==> src/rtl/fp_pkg.sv <==
// Shared format codes, fclass bit positions and pre-decode flag layout
// for the FP min/max operand-preparation path.
package fp_pkg;

  localparam logic [1:0] FMT_S = 2'd0;
  localparam logic [1:0] FMT_D = 2'd1;

  localparam int CLS_W    = 10;
  localparam int CLS_NINF = 0;
  localparam int CLS_NNORM = 1;
  localparam int CLS_NSUB = 2;
  localparam int CLS_NZERO = 3;
  localparam int CLS_PZERO = 4;
  localparam int CLS_PSUB = 5;
  localparam int CLS_PNORM = 6;
  localparam int CLS_PINF = 7;
  localparam int CLS_SNAN = 8;
  localparam int CLS_QNAN = 9;

  localparam logic [63:0] CANON_NAN_D = 64'h7ff8000000000000;
  localparam logic [63:0] CANON_NAN_S = 64'h000000007fc00000;

  typedef struct packed {
    logic sign;
    logic exp_all_ones;
    logic exp_zero;
    logic mant_zero;
    logic quiet;
  } pre_flags_t;

  function automatic logic fmt_reserved(input logic [1:0] fmt);
    return fmt[1];
  endfunction

endpackage

==> src/rtl/fp_classify.sv <==
// Per-operand classifier split in two halves: a field pre-decode that runs on
// the raw input, and a final ext/class assembly that runs on registered data.
module fp_classify
  import fp_pkg::*;
(
  input  logic [63:0]      pre_data,
  input  logic [1:0]       pre_fmt,
  output pre_flags_t       pre_flags,
  input  logic [63:0]      data,
  input  logic [1:0]       fmt,
  input  pre_flags_t       flags,
  output logic [64:0]      ext,
  output logic [CLS_W-1:0] cls,
  output logic             illegal
);

  logic is_nan;
  logic is_inf;
  logic is_zero;
  logic is_sub;
  logic is_norm;

  // Reserved formats decode as single here; the final half masks them out.
  always_comb begin
    pre_flags = '0;
    if (pre_fmt == FMT_D) begin
      pre_flags.sign         = pre_data[63];
      pre_flags.exp_all_ones = &pre_data[62:52];
      pre_flags.exp_zero     = ~|pre_data[62:52];
      pre_flags.mant_zero    = ~|pre_data[51:0];
      pre_flags.quiet        = pre_data[51];
    end else begin
      pre_flags.sign         = pre_data[31];
      pre_flags.exp_all_ones = &pre_data[30:23];
      pre_flags.exp_zero     = ~|pre_data[30:23];
      pre_flags.mant_zero    = ~|pre_data[22:0];
      pre_flags.quiet        = pre_data[22];
    end
  end

  assign is_nan  = flags.exp_all_ones & ~flags.mant_zero;
  assign is_inf  = flags.exp_all_ones & flags.mant_zero;
  assign is_zero = flags.exp_zero & flags.mant_zero;
  assign is_sub  = flags.exp_zero & ~flags.mant_zero;
  assign is_norm = ~flags.exp_all_ones & ~flags.exp_zero;

  assign illegal = fmt_reserved(fmt);

  // The gap bits keep ext[63:0] an unsigned magnitude for either format.
  always_comb begin
    ext = '0;
    case (fmt)
      FMT_S:   ext = {data[31], 33'b0, data[30:0]};
      FMT_D:   ext = {data[63], 1'b0, data[62:0]};
      default: ext = '0;
    endcase
  end

  always_comb begin
    cls = '0;
    if (!illegal) begin
      if (is_nan) begin
        if (flags.quiet) cls[CLS_QNAN] = 1'b1;
        else             cls[CLS_SNAN] = 1'b1;
      end else if (is_inf) begin
        if (flags.sign) cls[CLS_NINF] = 1'b1;
        else            cls[CLS_PINF] = 1'b1;
      end else if (is_zero) begin
        if (flags.sign) cls[CLS_NZERO] = 1'b1;
        else            cls[CLS_PZERO] = 1'b1;
      end else if (is_sub) begin
        if (flags.sign) cls[CLS_NSUB] = 1'b1;
        else            cls[CLS_PSUB] = 1'b1;
      end else if (is_norm) begin
        if (flags.sign) cls[CLS_NNORM] = 1'b1;
        else            cls[CLS_PNORM] = 1'b1;
      end
    end
  end

endmodule

==> src/rtl/fp_minmax_prep.sv <==
// Two-stage operand preparation for the FP min/max unit: S1 captures inputs
// plus field pre-decode, S2 holds the final extended values and class vectors.
module fp_minmax_prep
  import fp_pkg::*;
#(
  parameter int TAG_W = 4
) (
  input  logic             clk,
  input  logic             rst_n,
  input  logic             fp_prep_i_flush,
  input  logic             fp_prep_i_valid,
  output logic             fp_prep_o_ready,
  input  logic [63:0]      fp_prep_i_data1,
  input  logic [63:0]      fp_prep_i_data2,
  input  logic [1:0]       fp_prep_i_fmt,
  input  logic [2:0]       fp_prep_i_rm,
  input  logic [TAG_W-1:0] fp_prep_i_tag,
  output logic             fp_prep_o_valid,
  input  logic             fp_prep_i_ready,
  output logic [63:0]      fp_prep_o_data1,
  output logic [63:0]      fp_prep_o_data2,
  output logic [64:0]      fp_prep_o_ext1,
  output logic [64:0]      fp_prep_o_ext2,
  output logic [CLS_W-1:0] fp_prep_o_class1,
  output logic [CLS_W-1:0] fp_prep_o_class2,
  output logic [1:0]       fp_prep_o_fmt,
  output logic [2:0]       fp_prep_o_rm,
  output logic [TAG_W-1:0] fp_prep_o_tag,
  output logic             fp_prep_o_illegal
);

  logic             s1_valid;
  logic             s2_valid;
  logic             s1_adv;
  logic             s2_adv;
  logic             accept;
  logic             s1_load;
  logic             s2_load;

  logic [63:0]      s1_data1;
  logic [63:0]      s1_data2;
  logic [1:0]       s1_fmt;
  logic [2:0]       s1_rm;
  logic [TAG_W-1:0] s1_tag;
  pre_flags_t       s1_flags1;
  pre_flags_t       s1_flags2;
  pre_flags_t       pre_flags1;
  pre_flags_t       pre_flags2;

  logic [64:0]      ext1_d;
  logic [64:0]      ext2_d;
  logic [CLS_W-1:0] cls1_d;
  logic [CLS_W-1:0] cls2_d;
  logic             ill1_d;
  logic             ill2_d;

  // Ready looks only at stage occupancy and downstream ready, never at i_valid.
  assign s2_adv          = !s2_valid || fp_prep_i_ready;
  assign s1_adv          = !s1_valid || s2_adv;
  assign fp_prep_o_ready = s1_adv;
  assign accept          = fp_prep_i_valid && s1_adv && !fp_prep_i_flush;
  assign s1_load         = accept;
  assign s2_load         = s2_adv && s1_valid && !fp_prep_i_flush;
  assign fp_prep_o_valid = s2_valid;

  fp_classify u_cls1 (
    .pre_data  (fp_prep_i_data1),
    .pre_fmt   (fp_prep_i_fmt),
    .pre_flags (pre_flags1),
    .data      (s1_data1),
    .fmt       (s1_fmt),
    .flags     (s1_flags1),
    .ext       (ext1_d),
    .cls       (cls1_d),
    .illegal   (ill1_d)
  );

  fp_classify u_cls2 (
    .pre_data  (fp_prep_i_data2),
    .pre_fmt   (fp_prep_i_fmt),
    .pre_flags (pre_flags2),
    .data      (s1_data2),
    .fmt       (s1_fmt),
    .flags     (s1_flags2),
    .ext       (ext2_d),
    .cls       (cls2_d),
    .illegal   (ill2_d)
  );

  always_ff @(posedge clk or negedge rst_n) begin
    if (!rst_n) begin
      s1_valid <= 1'b0;
    end else if (fp_prep_i_flush) begin
      s1_valid <= 1'b0;
    end else if (s1_adv) begin
      s1_valid <= fp_prep_i_valid;
    end
  end

  always_ff @(posedge clk or negedge rst_n) begin
    if (!rst_n) begin
      s1_data1  <= '0;
      s1_data2  <= '0;
      s1_fmt    <= '0;
      s1_rm     <= '0;
      s1_tag    <= '0;
      s1_flags1 <= '0;
      s1_flags2 <= '0;
    end else if (s1_load) begin
      s1_data1  <= fp_prep_i_data1;
      s1_data2  <= fp_prep_i_data2;
      s1_fmt    <= fp_prep_i_fmt;
      s1_rm     <= fp_prep_i_rm;
      s1_tag    <= fp_prep_i_tag;
      s1_flags1 <= pre_flags1;
      s1_flags2 <= pre_flags2;
    end
  end

  always_ff @(posedge clk or negedge rst_n) begin
    if (!rst_n) begin
      s2_valid <= 1'b0;
    end else if (fp_prep_i_flush) begin
      s2_valid <= 1'b0;
    end else if (s2_adv) begin
      s2_valid <= s1_valid;
    end
  end

  // Output registers only move on an S1->S2 transfer, so a stall holds them.
  always_ff @(posedge clk or negedge rst_n) begin
    if (!rst_n) begin
      fp_prep_o_data1   <= '0;
      fp_prep_o_data2   <= '0;
      fp_prep_o_ext1    <= '0;
      fp_prep_o_ext2    <= '0;
      fp_prep_o_class1  <= '0;
      fp_prep_o_class2  <= '0;
      fp_prep_o_fmt     <= '0;
      fp_prep_o_rm      <= '0;
      fp_prep_o_tag     <= '0;
      fp_prep_o_illegal <= 1'b0;
    end else if (s2_load) begin
      fp_prep_o_data1   <= s1_data1;
      fp_prep_o_data2   <= s1_data2;
      fp_prep_o_ext1    <= ext1_d;
      fp_prep_o_ext2    <= ext2_d;
      fp_prep_o_class1  <= cls1_d;
      fp_prep_o_class2  <= cls2_d;
      fp_prep_o_fmt     <= s1_fmt;
      fp_prep_o_rm      <= s1_rm;
      fp_prep_o_tag     <= s1_tag;
      fp_prep_o_illegal <= ill1_d | ill2_d;
    end
  end

endmodule

==> config.mk <==
export PLATFORM = sky130hd
export DESIGN_NAME = fp_minmax_prep
export DESIGN_NICKNAME = d
export VERILOG_FILES = /design/src/rtl/fp_pkg.sv /design/src/rtl/fp_classify.sv /design/src/rtl/fp_minmax_prep.sv
export SDC_FILE = /design/constraint.sdc
export NUM_CORES = 1
export LEC_CHECK = 0
export ABC_CLOCK_PERIOD_IN_PS = 1700
export CAP_MARGIN = 10
export CORE_MARGIN = 1.5
export CORE_UTILIZATION = 46
export CTS_BUF_LIST = sky130_fd_sc_hd__clkbuf_4 sky130_fd_sc_hd__clkbuf_8
export DETAILED_ROUTE_END_ITERATION = 10
export PLACE_DENSITY = 0.79
export SETUP_SLACK_MARGIN = 0.1
export SLEW_MARGIN = 20
export SYNTH_ARGS = -nofsm -noshare
export SYNTH_HDL_FRONTEND = slang
export SYNTH_SLANG_ARGS = --single-unit
==> constraint.sdc <==
create_clock -name clk -period 1.7 [get_ports clk]
set_input_delay 0.17 -clock clk [delete_from_list [all_inputs] [get_ports clk]]
set_output_delay 0.17 -clock clk [all_outputs]
set_load 0.02 [all_outputs]
# Word-level counts from Yosys, hierarchy flattened
# Index checks and enable logic that the tools add are counted.
# W data, S select, Z words.
dict set report totals {
  wordCells 123
  inputBits 142
  output_inout_bits 290
  ff_bits 437
}
dict set report op_classes {
  eq_ne 2
  n_bitwise 16
  reduce_logical 32
  mux 46
}
# op n
set op_table {}
lappend op_table {{$pmux W65 S2} 2}
lappend op_table {{$reduce_or A52 Y1} 2}
lappend op_table {{$reduce_or A23 Y1} 2}
lappend op_table {{$mux W1} 28}
lappend op_table {{$reduce_and A11 Y1} 2}
lappend op_table {{$reduce_or A11 Y1} 2}
lappend op_table {{$mux W10} 2}
lappend op_table {{$mux W2} 8}
lappend op_table {{$mux W8} 2}
lappend op_table {{$reduce_and A8 Y1} 2}
lappend op_table {{$reduce_or A8 Y1} 2}
lappend op_table {{$mux W6} 2}
lappend op_table {{$logic_not A1 Y1} 11}
lappend op_table {{$and A1 B1 Y1} 10}
lappend op_table {{$mux W5} 2}
lappend op_table {{$not A1 Y1} 6}
lappend op_table {{$eq A2 B1 Y1 const B} 2}
lappend op_table {{$logic_and A1 B1 Y1} 4}
lappend op_table {{$reduce_bool A2 Y1} 2}
lappend op_table {{$logic_not A2 Y1} 1}
lappend op_table {{$logic_or A1 B1 Y1} 2}

# Logic depth before layout (Yosys ltp)
# Gate-level depths: netlist of the first run.
dict set report logic_depth {
  depth_word 8
  ltp_mapped 7
}

# Modules after synthesis
# A second synthesis of the first run with hierarchy kept.
dict set report unflattened {
  hier_cells 1189
  area_unflattened_um2 17850.9
}
# mod n_inst cells_each seq_area_each_um2 area_each_um2
set modules_own_cells {}
lappend modules_own_cells {fp_minmax_prep 1 931 10935.5 16271.9}
lappend modules_own_cells {fp_classify 2 129 0.0 789.5}

# Least setup slack after synthesis of the first run
# OpenSTA, ideal clock, no wires.
dict set report synth_path {
  kind {flip-flop to flip-flop}
  start {register s2_valid, in the netlist fp_prep_o_valid}
  end {register s1_data2[0]}
  period_less_slack_ps 1895
  slack_ps -195
  t_required_ps 1575
  path_stages_with_launch 6
  arrival_ps 1771
  path_cell_list {dfrtp_1 > nand3b_1 > nand3b_1 > clkbuf_1 > buf_2 > mux2_2}
}
dict set report synth_via {
  elab_chain_cells 5
}
# element line
set synth_lines {}
lappend synth_lines {{start, declared} fp_minmax_prep.sv:33} ;# logic s2_valid;
lappend synth_lines {{start signal, assigned} fp_minmax_prep.sv:126} ;# s2_valid <= s1_valid;
lappend synth_lines {{$logic_not A1 Y1} fp_minmax_prep.sv:58} ;# assign s2_adv = !s2_valid || fp_prep_i_ready;
lappend synth_lines {{$logic_or A1 B1 Y1} fp_minmax_prep.sv:58}
lappend synth_lines {{$logic_or A1 B1 Y1} fp_minmax_prep.sv:59} ;# assign s1_adv = !s1_valid || s2_adv;
lappend synth_lines {{via fp_prep_o_ready} fp_minmax_prep.sv:12} ;# output logic fp_prep_o_ready,
lappend synth_lines {{$logic_and A1 B1 Y1 (2 in series)} fp_minmax_prep.sv:61} ;# assign accept = fp_prep_i_valid && s1_adv && !fp_prep_i_flush;
lappend synth_lines {{end signal, assigned} fp_minmax_prep.sv:111} ;# s1_data2 <= fp_prep_i_data2;
lappend synth_lines {{end, declared} fp_minmax_prep.sv:41} ;# logic [63:0] s1_data2;
# The timed path passes the listed nets, and every way through them passes these cells.
# A chain may end at the register's enable or synchronous reset.

# Worst setup path in the final report of the first run
dict set report layout_path {
  start {register s2_valid, in the netlist fp_prep_o_valid}
  end {register fp_prep_o_class1[5]}
}
dict set report layout_via {
  elab_chain_cells 4
}
# element line
set layout_lines {}
lappend layout_lines {{$logic_not A1 Y1} fp_minmax_prep.sv:58}
lappend layout_lines {{$logic_or A1 B1 Y1} fp_minmax_prep.sv:58}
lappend layout_lines {{$logic_and A1 B1 Y1 (2 in series)} fp_minmax_prep.sv:63} ;# assign s2_load = s2_adv && s1_valid && !fp_prep_i_flush;
lappend layout_lines {{end signal, assigned} fp_minmax_prep.sv:148} ;# fp_prep_o_class1 <= cls1_d;
lappend layout_lines {{end, declared} fp_minmax_prep.sv:24} ;# output logic [CLS_W-1:0] fp_prep_o_class1,
# No other way between the ends.

==> impl_metrics.env, run 1 <==
export IMPL_status="finished, violations left"
export IMPL_violations="setup timing"
export IMPL_portBuffers=429
export IMPL_vias=14400
export IMPL_synth_area_per_cell_sq_um=10.5
export IMPL_dr_pass1_iters=5
export IMPL_core_sq_um=36500
export IMPL_cts_tree="done"
export IMPL_power_mw=30.2
export IMPL_min_path_type="in -> async"
export IMPL_die_area_sq_um=38200
export IMPL_area_growth_pct=46.5
export IMPL_final_common_cell="nand2_1"
export IMPL_gp_congestion=0.888
export IMPL_fmax_mhz=568
export IMPL_num_io_pins=432
export IMPL_netlist_area_sq_um=17100
export IMPL_p_clk_share_pct=31.1
export IMPL_peakVddDrop_mv=0.748
export IMPL_rows=70
export IMPL_htree_levels=3
export IMPL_worst_slack_ps=-61.8
export IMPL_grt_ovfl_total=0
export IMPL_design_area_sq_um=25000
export IMPL_synth_cells=1621
export IMPL_fillerInstances=2741
export IMPL_path_clk_slew_ps=70
export IMPL_yosys_warnings=0
export IMPL_p_int_mw=20.5
export IMPL_critical_path_class="reg -> reg"
export IMPL_path_max_fanout=5
export IMPL_fin_hold_ws_ps=55.3
export IMPL_clock_latency_ps=590
export IMPL_grt_pass1_vias=15000
export IMPL_yosys_register_bits=434
export IMPL_slew_headroom_pct=58.9
export IMPL_setup_viol=80
export IMPL_switching_share_pct=32.1
export IMPL_drive_above_1_share_pct=20.3
export IMPL_pwr_share_comb_pct=24.3
export IMPL_cp_arrival_ps=2250
export IMPL_clock_sinks=434
export IMPL_grt_max_degree=82
export IMPL_rsz0062_at_grt="true"
export IMPL_avgViaCountPerCell=5.38
export IMPL_placed_area_sq_um=23200
export IMPL_wl_per_cell_um=20.5
export IMPL_die_x_um=196
export IMPL_p_seq_share_pct=44.6
export IMPL_cap_violations=0
export IMPL_start_util_pct=46.7
export IMPL_final_cell_mix="nand2_1 (671), dfrtp_1 (432), dlygate4sd2_1 (282)"
export IMPL_drtAntennaViolNets=0
export IMPL_min_period_over_period_pct=104
export IMPL_tightest_slew_ps=617
export IMPL_fin_crit_ps=1760
export IMPL_hold_violations=0
export IMPL_hpwl_um=35900
export IMPL_antenna_found_initial=1
export IMPL_ys_seq_area_share_pct=63.7
export IMPL_first_iter_violations=888
export IMPL_grt_pass1_wl_um=83200
export IMPL_fin_setup_tns_ps=-1340
export IMPL_drc=0
export IMPL_drt_wl_total_um=55100
export IMPL_switchingPower_mw=9.69
export IMPL_fin_nets=2309
export IMPL_synth_cell_type_count=36
export IMPL_crit_required_ps=2190
export IMPL_p_leak_nw=13.3
export IMPL_skew_ps=17.0
export IMPL_power_density_nw_per_um2=1210
export IMPL_die_y_um=196
export IMPL_endpoint_kind="flip-flop"
export IMPL_grt_usage_pct=27.9
export IMPL_slew_viol_final=0
export IMPL_root_buffer="clkbuf_8"
export IMPL_cts_buffers=71
export IMPL_start_kind="flip-flop"
export IMPL_cts_buffer_depth=3
-- layer usage --
layer / part of all wire (%) / up-vias / global-route usage [%] / routed length (um)
li1: - / 6431 / - / -
met1: 39 / 7218 / 34.4 / 21400
met2: 49 / 653 / 47.1 / 27200
met3: 7.8 / 147 / 6.23 / 4320
met4: 4.0 / 0 / 12.5 / 2210
met5: 0 / - / 0 / 0
-- worst paths after layout --
| kind | slack [ps] | cells after the start | end | from |
|---|---|---|---|---|
| min | 60 | 2 | fp_prep_o_ext1[16] | rst_n |
| min in group clk | 170 | 3 | s1_valid | fp_prep_i_valid |
| min reg2reg | 460 | 2 | fp_prep_o_ext1[4] | fp_prep_o_ext1[4] |
| max | -60 | 4 | fp_prep_o_class1[5] | fp_prep_o_valid |
| max reg2reg | -60 | 4 | fp_prep_o_class1[5] | fp_prep_o_valid |
| max in group asynchronous | 810 | 4 | s1_data2[11] | rst_n |
-- power by group through the flow --
stage                     clock [mW]  combinational (mW)  sequential [mW]
after floorplan                    0                2.22             14.9
after global placement             0                7.87             13.5
after detailed placement           0                8.05             13.6
after CTS                       9.56                7.28             13.4
after global routing            10.0                7.83             13.7
final                           9.39                7.33             13.5
-- flip-flops by register name, indices dropped and copies added, names as in the netlist, 4 cells and up --
signal	cells
fp_prep_o_data1	64
fp_prep_o_data2	64
fp_prep_o_ext1	64
fp_prep_o_ext2	64
s1_data1	64
s1_data2	64
fp_prep_o_class1	10
fp_prep_o_class2	10
s1_flags1	5
s1_flags2	5
fp_prep_o_tag	4
s1_tag	4
-- cells by family after synthesis --
| family | Yosys count | share of synthesized area (%) |
|---|---|---|
| AND/OR/NAND/NOR | 899 | 22.8 |
| other | 1 | 0.0220 |
| AO/OA/AOI/OAI | 37 | 1.44 |
| multiplexers | 145 | 9.53 |
| buffers and inverters | 105 | 2.54 |
| flip-flops | 434 | 63.7 |
-- critical path: stages (launching register included) --
cell and delay [ps]:
dfrtp_2 410, nor2b_4 140, or3b_4 430, or4b_4 500, o31ai_2 180
-- per-stage QoR --
| stage | std cells | util (%) | setup slack, ps |
|---|---|---|---|
| 2_1_floorplan | 1622 | - | -135 |
| 3_3_place_gp | 2539 | 63.5 | -327 |
| 3_5_place_dp | 2539 | 63.5 | -337 |
| 4_1_cts | 2672 | 67.5 | -102 |
| 5_1_grt | 2687 | 68.4 | -106 |
| 6_report | 2687 | 68.4 | -61.8 |
-- area by class of cell --
cell class	instances	area [sq um]	area share, %
clock inverters	13	77.6	0.310
flip-flops and latches	434	10900	43.5
diodes	1	2.50	0.0100
clock buffers	111	1390	5.56
repair buffers	570	5740	23.0
multi-input cells	1084	6310	25.2
inverters	6	22.5	0.0901
well taps	468	586	2.34
-- repair_timing --
action,in CTS,in global routing
endpoints found under the setup margin,688,433
hold buffers,1,0
endpoints found under the hold margin,265,0
resized for setup,339,27
setup buffers,3,3
pin swaps,22,12
gates cloned,5,12
-- synth_stat cells, drive strengths merged --
cell	number	area [sq um]
o41ai	5	43.8
nand4b	2	17.5
or3b	1	8.76
nand3b	65	488
and4b	1	10.0
o21ai	17	85.1
a211oi	1	7.51
or2	1	6.26
nand4	12	75.1
nand2	693	2600
dfrtp	434	10900
nor2b	3	26.3
nor3b	1	7.51
or4b	2	23.8
mux2i	6	60.1
a32o	2	20.0
nor4	28	175
inv	6	22.5
a21oi	3	15.0
nand2b	2	12.5
nor2	6	22.5
buf	26	136
conb	1	3.75
o31ai	7	57.6
or4	2	15.0
nand3	70	350
a22o	2	17.5
mux2	139	1570
nor3	10	50.1
clkbuf	73	274
Power figures use the tool's default switching activity.
==> inputs of run 2 (changes only) <==
--- a/config.mk
+++ b/config.mk
@@ -8,9 +8,10 @@
 export ABC_CLOCK_PERIOD_IN_PS = 1700
 export CAP_MARGIN = 10
+export CORE_ASPECT_RATIO = 1.2
 export CORE_MARGIN = 1.5
 export CORE_UTILIZATION = 46
 export CTS_BUF_LIST = sky130_fd_sc_hd__clkbuf_4 sky130_fd_sc_hd__clkbuf_8
 export DETAILED_ROUTE_END_ITERATION = 10
-export PLACE_DENSITY = 0.79
+export PLACE_DENSITY = 0.87
 export SETUP_SLACK_MARGIN = 0.1
 export SLEW_MARGIN = 20
==> constraint.sdc (replaced) <==
create_clock -name clk -period 1.7 [get_ports clk]
set_input_delay 0.17 -clock clk [delete_from_list [all_inputs] [get_ports clk]]
set_output_delay 0.17 -clock clk [all_outputs]
set_load 0.005 [all_outputs]
==> impl_metrics.env, run 2 (synthesized netlist as in run 1, its figures left out) <==
export IMPL_die_area_sq_um=38300
export IMPL_grt_ovfl_total=0
export IMPL_area_growth_pct=46.6
export IMPL_pre_cts_ws_ps=-356
export IMPL_fin_nets=2300
export IMPL_violations="setup timing"
export IMPL_skew_ps=32.9
export IMPL_wl_per_cell_um=20.2
export IMPL_crit_required_ps=2170
export IMPL_slew_viol_final=0
export IMPL_portBuffers=429
export IMPL_crit_family="simple AND/OR/NAND/NOR gates"
export IMPL_tightest_slew_ps=504
export IMPL_cp_slowest_cell="or4b_4"
export IMPL_crit_chain="nor2b_4 > or3b_4 > or4b_4 > o31ai_2"
export IMPL_status="finished, violations left"
export IMPL_cap_violations=0
export IMPL_grt_pass1_wl_um=80900
export IMPL_drive_above_1_share_pct=18.8
export IMPL_cp_slowest_stage_delay_ps=510
export IMPL_cts_buffer_depth=3
export IMPL_antenna_found_initial=2
export IMPL_fmax_mhz=566
export IMPL_htree_levels=3
export IMPL_highest_layer="met4"
export IMPL_path_max_fanout=6
export IMPL_power_density_nw_per_um2=1170
export IMPL_path_clk_slew_ps=70
export IMPL_grt_pass1_vias=15100
export IMPL_slew_headroom_pct=66.1
export IMPL_critPathBufInv=0
export IMPL_num_io_pins=432
export IMPL_avgViaCountPerCell=5.40
export IMPL_cts_buffers=69
export IMPL_cp_arrival_ps=2240
export IMPL_critical_path_class="reg -> reg"
export IMPL_die_y_um=214
export IMPL_vias=14500
export IMPL_min_period_over_period_pct=104
export IMPL_met3_length_um=3960
export IMPL_rows=77
export IMPL_start_kind="flip-flop"
export IMPL_core_sq_um=36700
export IMPL_root_buffer="clkbuf_8"
export IMPL_min_path_type="in -> async"
export IMPL_grt_max_degree=74
export IMPL_setup_viol=87
export IMPL_rsz0062_at_grt="true"
export IMPL_drt_wl_total_um=54100
export IMPL_wl_met1_um=20100
export IMPL_fin_crit_ps=1770
export IMPL_hold_violations=0
export IMPL_met2_length_um=27300
export IMPL_first_iter_violations=987
export IMPL_start_util_pct=46.5
export IMPL_dr_pass1_iters=7
export IMPL_fillerInstances=2442
export IMPL_hpwl_um=36700
export IMPL_p_leak_nw=12.2
export IMPL_clock_latency_ps=590
export IMPL_final_common_cell="nand2_1"
export IMPL_final_cell_mix="nand2_1 (689), dfrtp_1 (433), clkdlybuf4s50_1 (404)"
export IMPL_clock_sinks=434
export IMPL_drc=0
export IMPL_grt_usage_pct=27.1
export IMPL_gp_congestion=0.880
export IMPL_die_x_um=179
export IMPL_power_mw=29.3
export IMPL_worst_slack_ps=-65.6
export IMPL_peakVddDrop_mv=0.735
export IMPL_fin_hold_ws_ps=51.3
export IMPL_drtAntennaViolNets=0
export IMPL_endpoint_kind="flip-flop"
export IMPL_cts_tree="done"
export IMPL_utilization_pct=68.1
==> run 2: per-stage QoR <==
| stage | setup TNS (ps) | cells | area [sq um] |
|---|---|---|---|
| floorplan | -85.5 | 1622 | 17100 |
| global placement | -83290 | 2538 | 22800 |
| detailed placement | -101250 | 2538 | 22800 |
| CTS | -4250 | 2667 | 24500 |
| global route | -11680 | 2683 | 25000 |
| finish | -1530 | 2684 | 25000 |
==> run 2: timing repair <==
item                                   CTS  global route
endpoints found under the hold margin  228             0
setup endpoints to repair              685           690
gates resized for setup                 50            83
pin swaps                                6             5
setup buffers                            6             7
hold buffers                             1             0
cloned                                   2             8
==> run 2: path summary, 6_finish.rpt <==
| path | start | end | slack, ps | depth (start not counted) |
|---|---|---|---|---|
| max | fp_prep_o_valid | fp_prep_o_class1[5] | -70 | 4 |
| min | rst_n | fp_prep_o_ext1[34] | 50 | 2 |
| max reg2reg | fp_prep_o_valid | fp_prep_o_class1[5] | -70 | 4 |
| min reg2reg | fp_prep_o_ext1[16] | fp_prep_o_ext1[16] | 460 | 2 |
| max in group asynchronous | rst_n | s1_data2[23] | 830 | 4 |
| min in group clk | fp_prep_i_valid | s1_valid | 170 | 3 |
==> run 2: area by class of cell <==
class | instances | area, sq um | share of cell area, %
Antenna cell | 3 | 7.51 | 0.0300
Clock buffer | 109 | 1360 | 5.45
Clock inverter | 11 | 91.3 | 0.365
Inverter | 6 | 22.5 | 0.0901
Multi-Input combinational cell | 1083 | 6080 | 24.3
Sequential cell | 434 | 10900 | 43.4
Tap cell | 474 | 593 | 2.37
Timing Repair Buffer | 564 | 5990 | 23.9
==> run 2: where the power goes <==
part | switching, mW | leakage (nW) | internal [mW] | total, mW
clock | 4.05 | 0.782 | 5.25 | 9.30
sequential | 1.31 | 5.47 | 12.2 | 13.5
combinational | 2.68 | 5.99 | 3.86 | 6.54
total | 8.04 | 12.2 | 21.3 | 29.3
==> run 2: routing by layer <==
layer	up-vias	global-route usage, %
li1	6406	-
met1	7235	30.9
met2	666	46.1
met3	191	6.72
met4	0	14.8
met5	-	0
==> inputs of run 3 (changes only) <==
ABC_CLOCK_PERIOD_IN_PS = 2290   (was 1700)
CELL_PAD_IN_SITES_DETAIL_PLACEMENT = 0   (was unset)
CELL_PAD_IN_SITES_GLOBAL_PLACEMENT = 1   (was unset)
CORE_UTILIZATION = 42   (was 46)
PLACE_DENSITY = 0.95   (was 0.87)
clock period = 2.29 ns   (was 1.7 ns; I/O delays follow)
==> impl_metrics.env, run 3 (synthesized netlist as in run 1, its figures left out) <==
export IMPL_status="finished clean"
export IMPL_grt_pass1_wl_um=76000
export IMPL_die_area_sq_um=41800
export IMPL_area_growth_pct=39.0
export IMPL_reg2regPathDepth=6
export IMPL_setup_viol=0
export IMPL_min_period_over_period_pct=84.1
export IMPL_cp_arrival_ps=2400
export IMPL_p_int_mw=15.6
export IMPL_antenna_found_initial=5
export IMPL_htree_levels=3
export IMPL_slew_headroom_pct=57.7
export IMPL_start_kind="flip-flop"
export IMPL_power_density_nw_per_um2=899
export IMPL_min_path_type="in -> async"
export IMPL_dr_pass1_iters=5
export IMPL_cts_tree="done"
export IMPL_skew_ps=31.3
export IMPL_endpoint_kind="flip-flop"
export IMPL_grt_ovfl_total=0
export IMPL_rrSetupSlack_ps=370
export IMPL_drt_wl_total_um=48800
export IMPL_drive_above_1_share_pct=14.6
export IMPL_tightest_slew_ps=635
export IMPL_switchingPower_mw=5.73
export IMPL_ctsResizeCount=0
export IMPL_cts_setup_buffers=0
export IMPL_final_instance_count_excl_fill=2651
export IMPL_cap_violations=0
export IMPL_clock_sinks=434
export IMPL_rows=80
export IMPL_critical_path_class="reg -> reg"
export IMPL_avgViaCountPerCell=5.04
export IMPL_switching_share_pct=26.9
export IMPL_first_iter_violations=732
export IMPL_root_buffer="clkbuf_8"
export IMPL_fin_hold_ws_ps=208
export IMPL_final_common_cell="nand2_1"
export IMPL_drtAntennaViolNets=0
export IMPL_grt_max_degree=127
export IMPL_p_clk_share_pct=32.2
export IMPL_vias=13400
export IMPL_hpwl_um=34300
export IMPL_grt_usage_pct=23.3
export IMPL_worst_slack_ps=365
export IMPL_die_x_um=187
export IMPL_worstReg2RegEnd="fp_prep_o_ext2[14]"
export IMPL_p_seq_share_pct=46.6
export IMPL_hold_violations=0
export IMPL_path_max_fanout=42
export IMPL_start_util_pct=42.7
export IMPL_grt_pass1_vias=13700
export IMPL_die_y_um=224
export IMPL_cp_endpoint="fp_prep_o_ext2[14]"
export IMPL_fin_crit_ps=1920
export IMPL_hold_buffers=1
export IMPL_pwr_share_comb_pct=21.2
export IMPL_slew_viol_final=0
export IMPL_crit_start="fp_prep_o_valid"
export IMPL_final_cell_mix="nand2_1 (693), dfrtp_1 (433), clkdlybuf4s50_1 (428)"
export IMPL_cts_buffer_depth=3
export IMPL_peakVddDrop_mv=0.530
export IMPL_pre_cts_ws_ps=79.0
export IMPL_wl_per_cell_um=18.4
export IMPL_num_io_pins=432
export IMPL_crit_required_ps=2760
export IMPL_p_leak_nw=11.2
export IMPL_rsz0062_at_grt="false"
export IMPL_utilization_pct=59.4
export IMPL_gp_congestion=0.862
export IMPL_cts_buffers=68
export IMPL_core_sq_um=39900
export IMPL_dp_cells=2531
export IMPL_reg2reg_from="fp_prep_o_valid"
export IMPL_fmax_mhz=520
export IMPL_clock_latency_ps=600
export IMPL_path_clk_slew_ps=60
export IMPL_fin_setup_tns_ps=0
export IMPL_drc=0
export IMPL_portBuffers=429
export IMPL_fin_nets=2211
==> run 3: cell count changes in the layout (fill, tap and decap cells not counted), sizes merged <==
cell	change
clkdlybuf4s50	+24
dlymetal6s2s	-1
diode	+2
buf	-84
clkdlybuf4s15	-1
clkinvlp	+1
inv	-3
dlygate4sd2	-21
clkinv	-1
clkbuf	-9
bufinv	+1
==> run 3: power groups by stage <==
| stage | logic (mW) | registers, mW | clock network, mW |
|---|---|---|---|
| after detailed placement | 4.56 | 10.0 | 0 |
| after CTS | 4.58 | 9.92 | 7.07 |
| after global placement | 4.45 | 9.99 | 0 |
| final | 4.51 | 9.93 | 6.87 |
| after floorplan | 1.42 | 9.93 | 0 |
| after global routing | 4.90 | 10.1 | 7.37 |
==> run 3: metrics by stage <==
step / cell area (sq um) / total power, mW
final: 23700 / 21.3
after global routing: 23700 / 22.4
after CTS: 23700 / 21.6
after detailed placement: 22300 / 14.6
after global placement: 22300 / 14.4
after floorplan: 17100 / 11.3
==> run 3: routing by layer <==
| layer | GRT usage (%) | share of wire, % | up-vias |
|---|---|---|---|
| met1 | 28.3 | 40 | 6589 |
| met3 | 5.11 | 6.0 | 132 |
| met2 | 38.5 | 49 | 455 |
| li1 | - | - | 6194 |
| met4 | 13.3 | 4.9 | 0 |
| met5 | 0 | 0 | - |
==> run 3: worst max-delay path, cell delays in order (launching register included) <==
cell	delay, ps
dfrtp_1	400
nor2b_4	150
or3b_4	480
buf_4	260
buf_4	300
nand2_1	140
nand2_1	60
==> run 3: worst min path at each step <==
stage	to	slack, ps	depth (start not counted)
floorplan	fp_prep_o_class1[0]	-70	0
global placement	fp_prep_o_data2[54]	210	1
detailed placement	fp_prep_o_data2[42]	220	1
CTS	s1_flags2[3]	180	2
global route	s1_data2[36]	230	2
finish	fp_prep_o_data2[42]	210	2
==> run 3: cell type report <==
class / instances / area, sq um
fill: 3235 / 16200
sequential: 434 / 10900
multi-input combinational: 1083 / 5790
timing repair buffer: 476 / 4930
clock buffer: 105 / 1330
tap: 533 / 667
clock inverter: 9 / 97.6
inverter: 6 / 22.5
antenna: 5 / 12.5
